**config.mk**
```make
export PLATFORM = sky130hd
export DESIGN_NAME = if_id_stage
export DESIGN_NICKNAME = d
export VERILOG_FILES = /design/src/rtl/if_id_stage.sv
export SDC_FILE = /design/constraint.sdc
export NUM_CORES = 1
export LEC_CHECK = 0
export ABC_AREA = 1
export BUFFER_PORTS_ARGS = -buffer_cell sky130_fd_sc_hd__buf_2
export CAP_MARGIN = 20
export CORE_UTILIZATION = 48
export CTS_CLUSTER_SIZE = 20
export DETAILED_ROUTE_END_ITERATION = 16
export PLACE_DENSITY = 0.85
export SYNTH_ARGS = -nofsm -noshare
export SYNTH_HDL_FRONTEND = slang
export SYNTH_SLANG_ARGS = --single-unit
```
**constraint.sdc**
```tcl
create_clock -name Clock -period 2.08 [get_ports Clock]
set_input_delay 0.104 -clock Clock [delete_from_list [all_inputs] [get_ports Clock]]
set_output_delay 0.104 -clock Clock [all_outputs]
set_load 0.05 [all_outputs]
```
**src/rtl/if_id_stage.sv**
```systemverilog
// IF/ID pipeline register with a bubble/hold FSM, a stall watchdog and
// instruction/bubble counters.
//
// Ports:
//   Clock, Reset       rising-edge clock, synchronous active-high reset
//   PCIn, PCPlus4In    fetch address and its +4 value from the IF stage
//   InstructionIn      instruction memory read data for PCIn
//   Stall, Flush       hazard-unit hold request, EX squash request
//   PCWriteEnable      combinational program counter write enable
//   InstructionOut     registered instruction (NOP_WORD on a bubble)
//   PCOut, PCPlus4Out  registered fetch address and PC+4
//   ValidOut           InstructionOut is a real instruction
//   StallError         sticky flag, stall run exceeded STALL_LIMIT
//   InstrCount         valid instructions accepted (wraps)
//   BubbleCount        bubbles inserted by Flush (saturates)
module if_id_stage #(
    parameter logic [31:0] NOP_WORD    = 32'h0000_0000,
    parameter int unsigned STALL_LIMIT = 15
) (
    input  logic        Clock,
    input  logic        Reset,
    input  logic [31:0] PCIn,
    input  logic [31:0] PCPlus4In,
    input  logic [31:0] InstructionIn,
    input  logic        Stall,
    input  logic        Flush,
    output logic        PCWriteEnable,
    output logic [31:0] InstructionOut,
    output logic [31:0] PCOut,
    output logic [31:0] PCPlus4Out,
    output logic        ValidOut,
    output logic        StallError,
    output logic [31:0] InstrCount,
    output logic [15:0] BubbleCount
);

    typedef enum logic [1:0] {
        EMPTY,
        FULL,
        HOLD
    } state_t;

    // Declaration initialisers give the reset values at time zero in
    // simulation, before the first reset edge.
    state_t      state_q = EMPTY;
    state_t      state_d;
    logic [31:0] instr_q = NOP_WORD;
    logic [31:0] instr_d;
    logic [31:0] pc_q    = 32'h0;
    logic [31:0] pc_d;
    logic [31:0] pc4_q   = 32'h0;
    logic [31:0] pc4_d;
    logic [31:0] icnt_q  = 32'h0;
    logic [31:0] icnt_d;
    logic [15:0] bcnt_q  = 16'h0;
    logic [15:0] bcnt_d;
    logic [3:0]  run_q   = 4'h0;
    logic [3:0]  run_d;
    logic        err_q   = 1'b0;
    logic        err_d;

    always_comb begin
        state_d = state_q;
        instr_d = instr_q;
        pc_d    = pc_q;
        pc4_d   = pc4_q;
        icnt_d  = icnt_q;
        bcnt_d  = bcnt_q;
        run_d   = run_q;
        err_d   = err_q;

        if (Reset) begin
            state_d = EMPTY;
            instr_d = NOP_WORD;
            pc_d    = 32'h0;
            pc4_d   = 32'h0;
            icnt_d  = 32'h0;
            bcnt_d  = 16'h0;
            run_d   = 4'h0;
            err_d   = 1'b0;
        end else if (Flush) begin
            state_d = EMPTY;
            instr_d = NOP_WORD;
            pc_d    = 32'h0;
            pc4_d   = 32'h0;
            run_d   = 4'h0;
            if (bcnt_q != 16'hFFFF) begin
                bcnt_d = bcnt_q + 16'd1;
            end
        end else if (Stall) begin
            // A bubble stays a bubble while held; a real instruction
            // moves to HOLD.
            state_d = (state_q == EMPTY) ? EMPTY : HOLD;
            if (run_q != 4'hF) begin
                run_d = run_q + 4'd1;
            end
            // Flag the stall that would take the run past the limit.
            if ((32'(run_q) + 32'd1) > STALL_LIMIT) begin
                err_d = 1'b1;
            end
        end else begin
            state_d = FULL;
            instr_d = InstructionIn;
            pc_d    = PCIn;
            pc4_d   = PCPlus4In;
            icnt_d  = icnt_q + 32'd1;
            run_d   = 4'h0;
        end
    end

    always_ff @(posedge Clock) begin
        state_q <= state_d;
        instr_q <= instr_d;
        pc_q    <= pc_d;
        pc4_q   <= pc4_d;
        icnt_q  <= icnt_d;
        bcnt_q  <= bcnt_d;
        run_q   <= run_d;
        err_q   <= err_d;
    end

    assign PCWriteEnable  = Reset | ~(Stall & ~Flush);
    assign InstructionOut = instr_q;
    assign PCOut          = pc_q;
    assign PCPlus4Out     = pc4_q;
    assign ValidOut       = (state_q != EMPTY);
    assign StallError     = err_q;
    assign InstrCount     = icnt_q;
    assign BubbleCount    = bcnt_q;

endmodule

```
==> results of run 1 <==
==> through the flow <==
| step | area, µm² | setup WS [ns] | cells | hold WS, ns |
|---|---|---|---|---|
| 3_5_place_dp | 7446 | 0.3435 | 1132 | 0.3182 |
| 2_1_floorplan | 6082 | 0.07535 | 748 | 0.2298 |
| 3_3_place_gp | 7446 | 0.4040 | 1132 | 0.3127 |
| 5_1_grt | 8951 | 0.08676 | 1262 | 0.1660 |
| 6_report | 8951 | 0.2801 | 1262 | 0.1379 |
| 4_1_cts | 8949 | 0.2835 | 1261 | 0.1247 |
==> repair_timing <==
action                                  4_1_cts  5_1_grt
endpoints found under the hold margin        98        0
hold buffers                                 97        0
endpoints found under the setup margin        0        0
==> final timing paths <==
| kind | slack [ns] | startpoint | end | depth (start not counted) |
|---|---|---|---|---|
| worst min register to register | 0.45 | StallError | StallError | 2 |
| worst max register to register | 0.28 | BubbleCount[0] | BubbleCount[8] | 9 |
| worst min-delay path | 0.14 | Flush | BubbleCount[12] | 3 |
| worst max-delay path | 0.28 | BubbleCount[0] | BubbleCount[8] | 9 |
==> cell families after synthesis <==
kind of cell             after synthesis  share of synthesized area, %
AO/OA/AOI/OAI                        148                         17.32
XOR/XNOR                              10                         1.440
adder cells (fa/ha/maj)                4                        0.8229
buffers and inverters                101                         7.015
flip-flops                           151                         49.70
AND/OR/NAND/NOR                      334                         23.70
==> critical path: stages, from the launching register on <==
cell     delay (ns)
dfxtp_1        0.39
ha_1           0.25
nand3_1        0.20
nor3_4         0.26
nand2_1        0.10
nand2_1        0.08
nand2_2        0.19
nand3_1        0.15
nand2_1        0.06
nor2_1         0.07
==> layer usage <==
metal,GRT usage (%),up-vias,part of all wire [%]
li1,-,3201,-
met5,0,-,0
met4,15.93,0,3.4
met1,33.58,3058,38
met2,53.78,347,51
met3,8.258,65,7.6
==> state kept, by name, indices dropped and copies added (netlist names) <==
name	cells
InstrCount	32
InstructionOut	32
PCOut	32
PCPlus4Out	32
BubbleCount	16
run_q	4
state_q	2
StallError	1
==> power groups by stage <==
stage | Sequential (mW) | Clock, mW | Combinational (mW)
floorplan | 3.31 | 0 | 0.206
global placement | 3.06 | 0 | 0.657
detailed placement | 3.07 | 0 | 0.661
CTS | 3.01 | 2.81 | 0.804
global route | 3.02 | 2.96 | 0.870
finish | 3.01 | 2.81 | 0.830
==> Yosys cell counts (2+ instances only) <==
library cell	count
nand2_1	191
a32o_1	61
nand2_2	2
a21oi_1	65
nor2_2	6
nand4_1	13
ha_1	4
buf_2	10
nand3_2	3
clkbuf_1	24
o21ai_0	18
inv_2	2
buf_6	4
nor2_1	72
nand3_1	24
a31oi_1	2
nor3_1	16
xnor2_1	4
xor2_1	6
inv_1	59
dfxtp_1	151
==> final cells by class <==
class                           instances  area share, %
Multi-Input combinational cell        496          29.52
Sequential cell                       151          33.77
Inverter                               63          2.698
Clock inverter                         13          1.104
Tap cell                              168          2.348
Timing Repair Buffer                  351          25.69
Clock buffer                           19          4.836
Antenna cell                            1        0.02796
==> flow_metrics.env, run 1 <==
export IMPL_status="finished clean"
export IMPL_dr_pass1_iters=10
export IMPL_cts_resized=0
export IMPL_dp_hpwl_um=11710
export IMPL_fin_tns_setup_ns=0
export IMPL_finalSetupViolations=0
export IMPL_arrival_ns=2.16
export IMPL_maxSlewViolCount=0
export IMPL_clk_pin_slew_ns=0.06
export IMPL_switching_share_pct=27.66
export IMPL_fp_row_count=40
export IMPL_seq_area_um2=3023
export IMPL_p_clk_share_pct=42.2
export IMPL_core_um2=12160
export IMPL_syn_avg_cell_area_um2=8.131
export IMPL_p_sw_mw=1.839
export IMPL_clk_path_buf_depth=2
export IMPL_area_growth_pct=47.17
export IMPL_criticalPathCategory="reg -> reg"
export IMPL_fillers=879
export IMPL_worstPathRequired_ns=2.44
export IMPL_fin_util_pct=73.60
export IMPL_ys_dominant_reg_cell="dfxtp_1"
export IMPL_die_area_um2=13130
export IMPL_synthDistinctLibCells=32
export IMPL_power_frac_comb_pct=12.5
export IMPL_postCtsSetupBuffers=0
export IMPL_layout_commonest_cell="buf_2"
export IMPL_end_kind="flop"
export IMPL_overflow=0
export IMPL_synth_top_area_share_pct=49.70
export IMPL_grt_pass1_wl_um=30930
export IMPL_gp_congestion=0.8875
export IMPL_synthCells=748
export IMPL_ys_seq_area_share_pct=49.70
export IMPL_fin_crit_ns=1.800
export IMPL_max_cap_viol_count=0
export IMPL_antenna_found_initial=1
export IMPL_max_slew_worst_pin_slew_ns=0.4879
export IMPL_async_flop_share_pct=0
export IMPL_hold_viol_final=0
export IMPL_p_total_mw=6.650
export IMPL_postRouteAntennaNets=0
export IMPL_avgViaCountPerCell=5.286
export IMPL_numClockSinks=151
export IMPL_cts_made_buffers=17
export IMPL_fin_skew_ns=0.008348
export IMPL_ys_ff_latch=151
export IMPL_start_util_pct=50.01
export IMPL_die_h_um=114.6
export IMPL_crit_fanout=16
export IMPL_grt_pass1_vias=6174
export IMPL_gr_usage_all_layers_pct=30.53
export IMPL_drive_gt1_share_pct=27.72
export IMPL_peakVddDrop_v=0.0006175
export IMPL_pwr_share_seq_pct=45.3
export IMPL_start_kind="flop"
export IMPL_p_leak_nw=4.035
export IMPL_vias=6671
export IMPL_yosys_area_top_type="dfxtp_1"
export IMPL_final_period_utilization_pct=86.54
export IMPL_boundaryPins=247
export IMPL_multiInputGateArea_um2=2643
export IMPL_intPower_mw=4.810
export IMPL_drt_iter0_drc=668
export IMPL_htreeDepth=4
export IMPL_layout_nets=1184
export IMPL_finalWirelength_um=20180
export IMPL_synth_edf_count=0
export IMPL_synth_area_leaders="dfxtp_1 50%, nand2_1 12%, a32o_1 10%"
export IMPL_cts_root_buf="clkbuf_16"
export IMPL_syn_nets=852
export IMPL_clock_fmax_ghz=0.5556
export IMPL_syn_area_um2=6082
export IMPL_grt_max_degree=73
export IMPL_final_cell_mix="246 x buf_2, 191 x nand2_1, 151 x dfxtp_1, 97 x dlygate4sd3_1, 72 x nor2_1"
export IMPL_slew_headroom_pct=67.40
export IMPL_power_density_nw_per_um2=742.9
export IMPL_drc=0
export IMPL_cts_tree="built"
export IMPL_rsz0062_at_grt="no"
export IMPL_io_buffers=246
export IMPL_wl_per_cell_um=15.99
export IMPL_hold_path_class="in -> reg"
export IMPL_yosysWarningCount=0
export IMPL_clock_latency_ns=0.42
export IMPL_die_x_um=114.6
Note: power is estimated with default switching activity, not from simulation.
==> inputs of run 2 (changes only) <==
Settings changed: PLACE_DENSITY 0.85 to 0.8.
==> run 2 against run 1 <==
Wire length decreased by 2.3%. Final area decreased by 0.36%. Fmax down 0.84%. Count of clock-buffer cells in the layout is 3 higher. First-iteration DRC count fell by 8.1%. Final cell count is 0.16% lower. Global-route usage is 0.45 points lower. Sequential share of layout area increased by 0.12 points. Clock skew grew 0.0030 ns. Sequential power about the same. Die area unchanged. Highest routed layer unchanged.
==> flow_metrics.env, run 2 (synthesis results as in run 1) <==
export IMPL_status="finished clean"
export IMPL_routed_top_layer="met4"
export IMPL_hp_start="Stall"
export IMPL_hold_depth=4
export IMPL_cts_made_buffers=17
export IMPL_dr_pass1_iters=6
export IMPL_finalWirelength_um=19710
export IMPL_numClockSinks=151
export IMPL_boundaryPins=247
export IMPL_finalSetupViolations=0
export IMPL_p_total_mw=6.615
export IMPL_cts_resized=0
export IMPL_p_clk_share_pct=42.0
export IMPL_max_stage_delay_ns=0.41
export IMPL_peakVddDrop_v=0.0008794
export IMPL_die_h_um=114.6
export IMPL_wl_met3_um=1333
export IMPL_antenna_found_initial=1
export IMPL_r2r_start="BubbleCount[0]"
export IMPL_switching_share_pct=26.96
export IMPL_crit_family="simple AND/OR/NAND/NOR gates"
export IMPL_max_cap_viol_count=0
export IMPL_hold_path_class="in -> reg"
export IMPL_end_kind="flop"
export IMPL_postCtsSetupBuffers=0
export IMPL_p_leak_nw=4.020
export IMPL_clk_pin_slew_ns=0.06
export IMPL_die_x_um=114.6
export IMPL_die_area_um2=13130
export IMPL_path_cells="ha_1 -> nand3_1 -> nor3_4 -> nand2_1 -> nand2_1 -> nand2_2 -> nand2_1 -> a21oi_1"
export IMPL_fp_row_count=40
export IMPL_layout_commonest_cell="buf_2"
export IMPL_detail_route_wirelength_met1_um=7740
export IMPL_cts_tree="built"
export IMPL_start_kind="flop"
export IMPL_avgViaCountPerCell=5.240
export IMPL_crit_fanout=16
export IMPL_startpoint="BubbleCount[0]"
export IMPL_htreeDepth=4
export IMPL_drive_gt1_share_pct=27.50
export IMPL_gp_congestion=0.8620
export IMPL_critPathBufInv=0
export IMPL_fin_crit_ns=1.815
export IMPL_io_buffers=246
export IMPL_pwr_share_seq_pct=45.5
export IMPL_fin_tns_setup_ns=0
export IMPL_max_slew_worst_pin_slew_ns=0.6002
export IMPL_postRouteAntennaNets=0
export IMPL_cp_depth=8
export IMPL_clk_path_buf_depth=2
export IMPL_rsz0062_at_grt="no"
export IMPL_gr_usage_all_layers_pct=30.08
export IMPL_power_density_nw_per_um2=741.8
export IMPL_dp_hpwl_um=11520
export IMPL_placed_cells=1132
export IMPL_fin_skew_ns=0.01135
export IMPL_p_sw_mw=1.783
export IMPL_start_util_pct=50.01
export IMPL_clock_latency_ns=0.42
export IMPL_hold_viol_final=0
export IMPL_final_period_utilization_pct=87.27
export IMPL_grt_pass1_wl_um=30570
export IMPL_postCtsHoldBufs=96
export IMPL_slowest_stage="dfxtp_1"
export IMPL_timing_hold_ws_ns=0.1486
export IMPL_grt_max_degree=63
export IMPL_maxSlewViolCount=0
export IMPL_overflow=0
export IMPL_power_frac_comb_pct=12.5
export IMPL_crit_top_cell="nand2_1"
export IMPL_criticalPathCategory="reg -> reg"
export IMPL_area_growth_pct=46.64
export IMPL_clock_fmax_ghz=0.5509
export IMPL_r2r_cells=8
export IMPL_intPower_mw=4.832
export IMPL_wl_per_cell_um=15.64
export IMPL_vias=6602
export IMPL_cts_root_buf="clkbuf_16"
export IMPL_grt_pass1_vias=6278
export IMPL_final_cell_mix="246 x buf_2, 191 x nand2_1, 151 x dfxtp_1, 96 x dlygate4sd3_1, 72 x nor2_1"
export IMPL_drt_iter0_drc=614
export IMPL_layout_nets=1183
export IMPL_worstPathRequired_ns=2.37
export IMPL_fin_cells=1260
export IMPL_fillers=867
export IMPL_arrival_ns=2.10
export IMPL_core_um2=12160
export IMPL_slew_headroom_pct=59.93
export IMPL_dr_wl_met2_um=9716
export IMPL_drc=0
[run 2: cell types whose count changed in the layout (fill, tap and decap cells not counted), sizes merged]
cell	delta
dlygate4sd3	-1
clkinv	-4
clkbuf	+3
[run 2: worst register-to-register path, delay by kind of cell (launching register included)]
kind | cells | cell delay (ns)
compound gates | 1 | 0.06
fa+ha+maj | 1 | 0.27
flops | 1 | 0.41
simple gates | 6 | 0.96
[run 2: cell type report]
class | instances | area, µm² | area share [%]
diodes | 1 | 2.502 | 0.02806
clock buffers | 22 | 454.2 | 5.093
clock inverters | 9 | 67.56 | 0.7576
inverters | 63 | 241.5 | 2.708
multi-input cells | 496 | 2643 | 29.63
flip-flops and latches | 151 | 3023 | 33.89
well taps | 168 | 210.2 | 2.357
repair buffers | 350 | 2277 | 25.53
[run 2: worst paths after layout]
path,to,slack (ns)
setup / recovery,BubbleCount[15],0.26
setup reg to reg,BubbleCount[15],0.26
hold / removal,InstrCount[0],0.15
hold reg to reg,state_q[1],0.45
[run 2: metal layers]
metal	vias to the layer above	global-route usage (%)
met5	-	0
met4	0	16.88
met3	65	8.682
met2	329	51.11
met1	3016	33.82
li1	3192	-
[run 2: power groups by stage]
stage	clock [mW]	sequential [mW]	combinational, mW
floorplan	0	3.31	0.206
global placement	0	3.07	0.655
detailed placement	0	3.07	0.659
CTS	2.80	3.01	0.801
global route	2.96	3.02	0.867
finish	2.78	3.01	0.825
[run 2: through the flow]
step | instance area [µm²] | utilization, % | setup slack [ns]
CTS | 8916 | 73.31 | 0.2868
global route | 8919 | 73.33 | 0.04213
floorplan | 6082 | - | 0.07535
global placement | 7433 | 61.12 | 0.3704
finish | 8919 | 73.33 | 0.2649
detailed placement | 7433 | 61.12 | 0.3121
==> inputs of run 3 (changes only) <==
Settings changed: CORE_ASPECT_RATIO set to 0.8.
==> run 3 against run 2 <==
Final cell count grew 0.32%. Fmax shrank 0.80%. Total power grew 7.6%. Critical path depth grew 1. Final area grew 1.3%. Clock power grew 18%. Hold slack lost 0.021 ns. Flip-flop and latch count is the same. Combinational power is essentially flat. Critical path type unchanged. Largest power group is now clock.
==> flow_metrics.env, run 3 (synthesis results as in run 1) <==
export IMPL_status="finished clean"
export IMPL_grt_pass1_wl_um=29570
export IMPL_grt_pass1_vias=5990
export IMPL_gr_usage_all_layers_pct=28.97
export IMPL_drt_iter0_drc=447
export IMPL_clk_pin_slew_ns=0.06
export IMPL_pwr_share_seq_pct=42.3
export IMPL_start_util_pct=49.64
export IMPL_critPathBufInv=0
export IMPL_clock_fmax_ghz=0.5465
export IMPL_layout_commonest_cell="buf_2"
export IMPL_gp_congestion=0.8909
export IMPL_die_h_um=102.7
export IMPL_switching_share_pct=25.24
export IMPL_crit_fanout=16
export IMPL_cts_made_buffers=17
export IMPL_htreeDepth=4
export IMPL_worstPathRequired_ns=2.43
export IMPL_dp_slack_ns=0.3087
export IMPL_clk_path_buf_depth=2
export IMPL_boundaryPins=247
export IMPL_p_leak_nw=4.091
export IMPL_drc=0
export IMPL_dp_hpwl_um=11370
export IMPL_seq_area_um2=3023
export IMPL_die_x_um=127.9
export IMPL_final_cell_mix="246 x buf_2, 191 x nand2_1, 151 x dfxtp_1, 96 x dlygate4sd3_1, 72 x nor2_1"
export IMPL_dr_pass1_iters=5
export IMPL_power_density_nw_per_um2=788.2
export IMPL_numClockSinks=151
export IMPL_max_slew_worst_pin_slew_ns=0.5644
export IMPL_postRouteAntennaNets=0
export IMPL_slowest_stage="dfxtp_1"
export IMPL_power_frac_comb_pct=11.6
export IMPL_diodes=0
export IMPL_avgViaCountPerCell=5.195
export IMPL_maxSlewViolCount=0
export IMPL_fin_skew_ns=0.01280
export IMPL_fin_tns_setup_ns=0
export IMPL_vias=6567
export IMPL_io_buffers=246
export IMPL_antenna_found_initial=0
export IMPL_layout_nets=1185
export IMPL_wl_per_cell_um=15.53
export IMPL_grt_max_degree=64
export IMPL_area_growth_pct=48.49
export IMPL_rsz0062_at_grt="no"
export IMPL_start_kind="flop"
export IMPL_fin_crit_ns=1.830
export IMPL_die_area_um2=13130
export IMPL_finalSetupViolations=0
export IMPL_max_stage_delay_ns=0.39
export IMPL_arrival_ns=2.18
export IMPL_p_clk_share_pct=46.1
export IMPL_setup_slack_ns=0.2502
export IMPL_clock_latency_ns=0.42
export IMPL_fp_row_count=36
export IMPL_cts_resized=0
export IMPL_end_kind="flop"
export IMPL_cts_root_buf="clkbuf_16"
export IMPL_core_um2=12250
export IMPL_max_cap_viol_count=0
export IMPL_finalWirelength_um=19630
export IMPL_overflow=0
export IMPL_multiInputGateArea_um2=2643
export IMPL_peakVddDrop_v=0.0005732
export IMPL_hold_path_class="in -> reg"
export IMPL_crit_top_cell="nand2_1"
export IMPL_criticalPathCategory="reg -> reg"
export IMPL_cts_tree="built"
export IMPL_intPower_mw=5.322
export IMPL_fillers=892
export IMPL_path_cells="ha_1 -> nand3_1 -> nor3_4 -> nand2_1 -> nand2_1 -> nand2_2 -> nand3_1 -> nand2_1 -> nor2_1"
export IMPL_slew_headroom_pct=62.09
export IMPL_crit_family="simple AND/OR/NAND/NOR gates"
export IMPL_final_period_utilization_pct=87.97
export IMPL_drive_gt1_share_pct=28.00
export IMPL_hold_viol_final=0
export IMPL_p_sw_mw=1.797
==> run 3: cell types whose count changed in the layout (fill, tap and decap cells not counted) <==
cell / delta
clkinvlp_4: -3
inv_6: +1
buf_4: +3
buf_12: -1
bufinv_16: +4
clkbuf_1: -4
clkinv_4: +2
diode_2: -1
==> run 3: area by class of cell <==
type	instances	area share, %
sequential	151	33.47
inverter	63	2.674
clock buffer	18	4.863
timing repair buffer	352	25.24
clock inverter	13	2.120
multi-input combinational	496	29.26
tap	171	2.369
==> run 3: metal layers <==
| layer | track usage (%) | wire, µm | vias up |
|---|---|---|---|
| li1 | - | - | 3196 |
| met2 | 48.83 | 9566 | 312 |
| met3 | 7.213 | 1435 | 33 |
| met4 | 13.12 | 439 | 0 |
| met5 | 0 | 0 | - |
| met1 | 35.40 | 8191 | 3026 |
==> run 3: path summary, 6_finish.rpt <==
check,from,endpoint,slack (ns),cells past startpoint
worst max-delay path,BubbleCount[0],BubbleCount[8],0.25,9
worst min register to register,StallError,StallError,0.45,2
worst max register to register,BubbleCount[0],BubbleCount[8],0.25,9
worst min-delay path,Reset,InstrCount[8],0.13,2
==> run 3: timing repair <==
| action | 4_1_cts | 5_1_grt |
|---|---|---|
| buffers inserted | 0 | 0 |
| hold buffers | 96 | 0 |
| endpoints found under the hold margin | 96 | 0 |
==> run 3: power groups by stage <==
| stage | sequential, mW | clock (mW) | combinational, mW |
|---|---|---|---|
| final | 3.01 | 3.28 | 0.825 |
| after global routing | 3.02 | 3.45 | 0.868 |
| after CTS | 3.01 | 3.34 | 0.797 |
| after detailed placement | 3.07 | 0 | 0.655 |
| after global placement | 3.07 | 0 | 0.652 |
| after floorplan | 3.31 | 0 | 0.206 |
==> run 3: per-stage QoR <==
stage                     utilization (%)  area [µm²]  power (mW)  instances  hold WS, ns
after global routing                73.71        9031       7.339       1264       0.1435
after CTS                           73.71        9031       7.140       1264       0.1110
after floorplan                         -        6082       3.511        748       0.2298
final                               73.71        9031       7.118       1264       0.1273
after global placement              60.72        7440       3.718       1137       0.3126
after detailed placement            60.72        7440       3.724       1137       0.3181
==> run 3: worst register-to-register path: cells and delay by family (launching register included) <==
family        cells  cell delay (ns)
fa+ha+maj         1             0.27
simple gates      8             1.11
flops             1             0.39
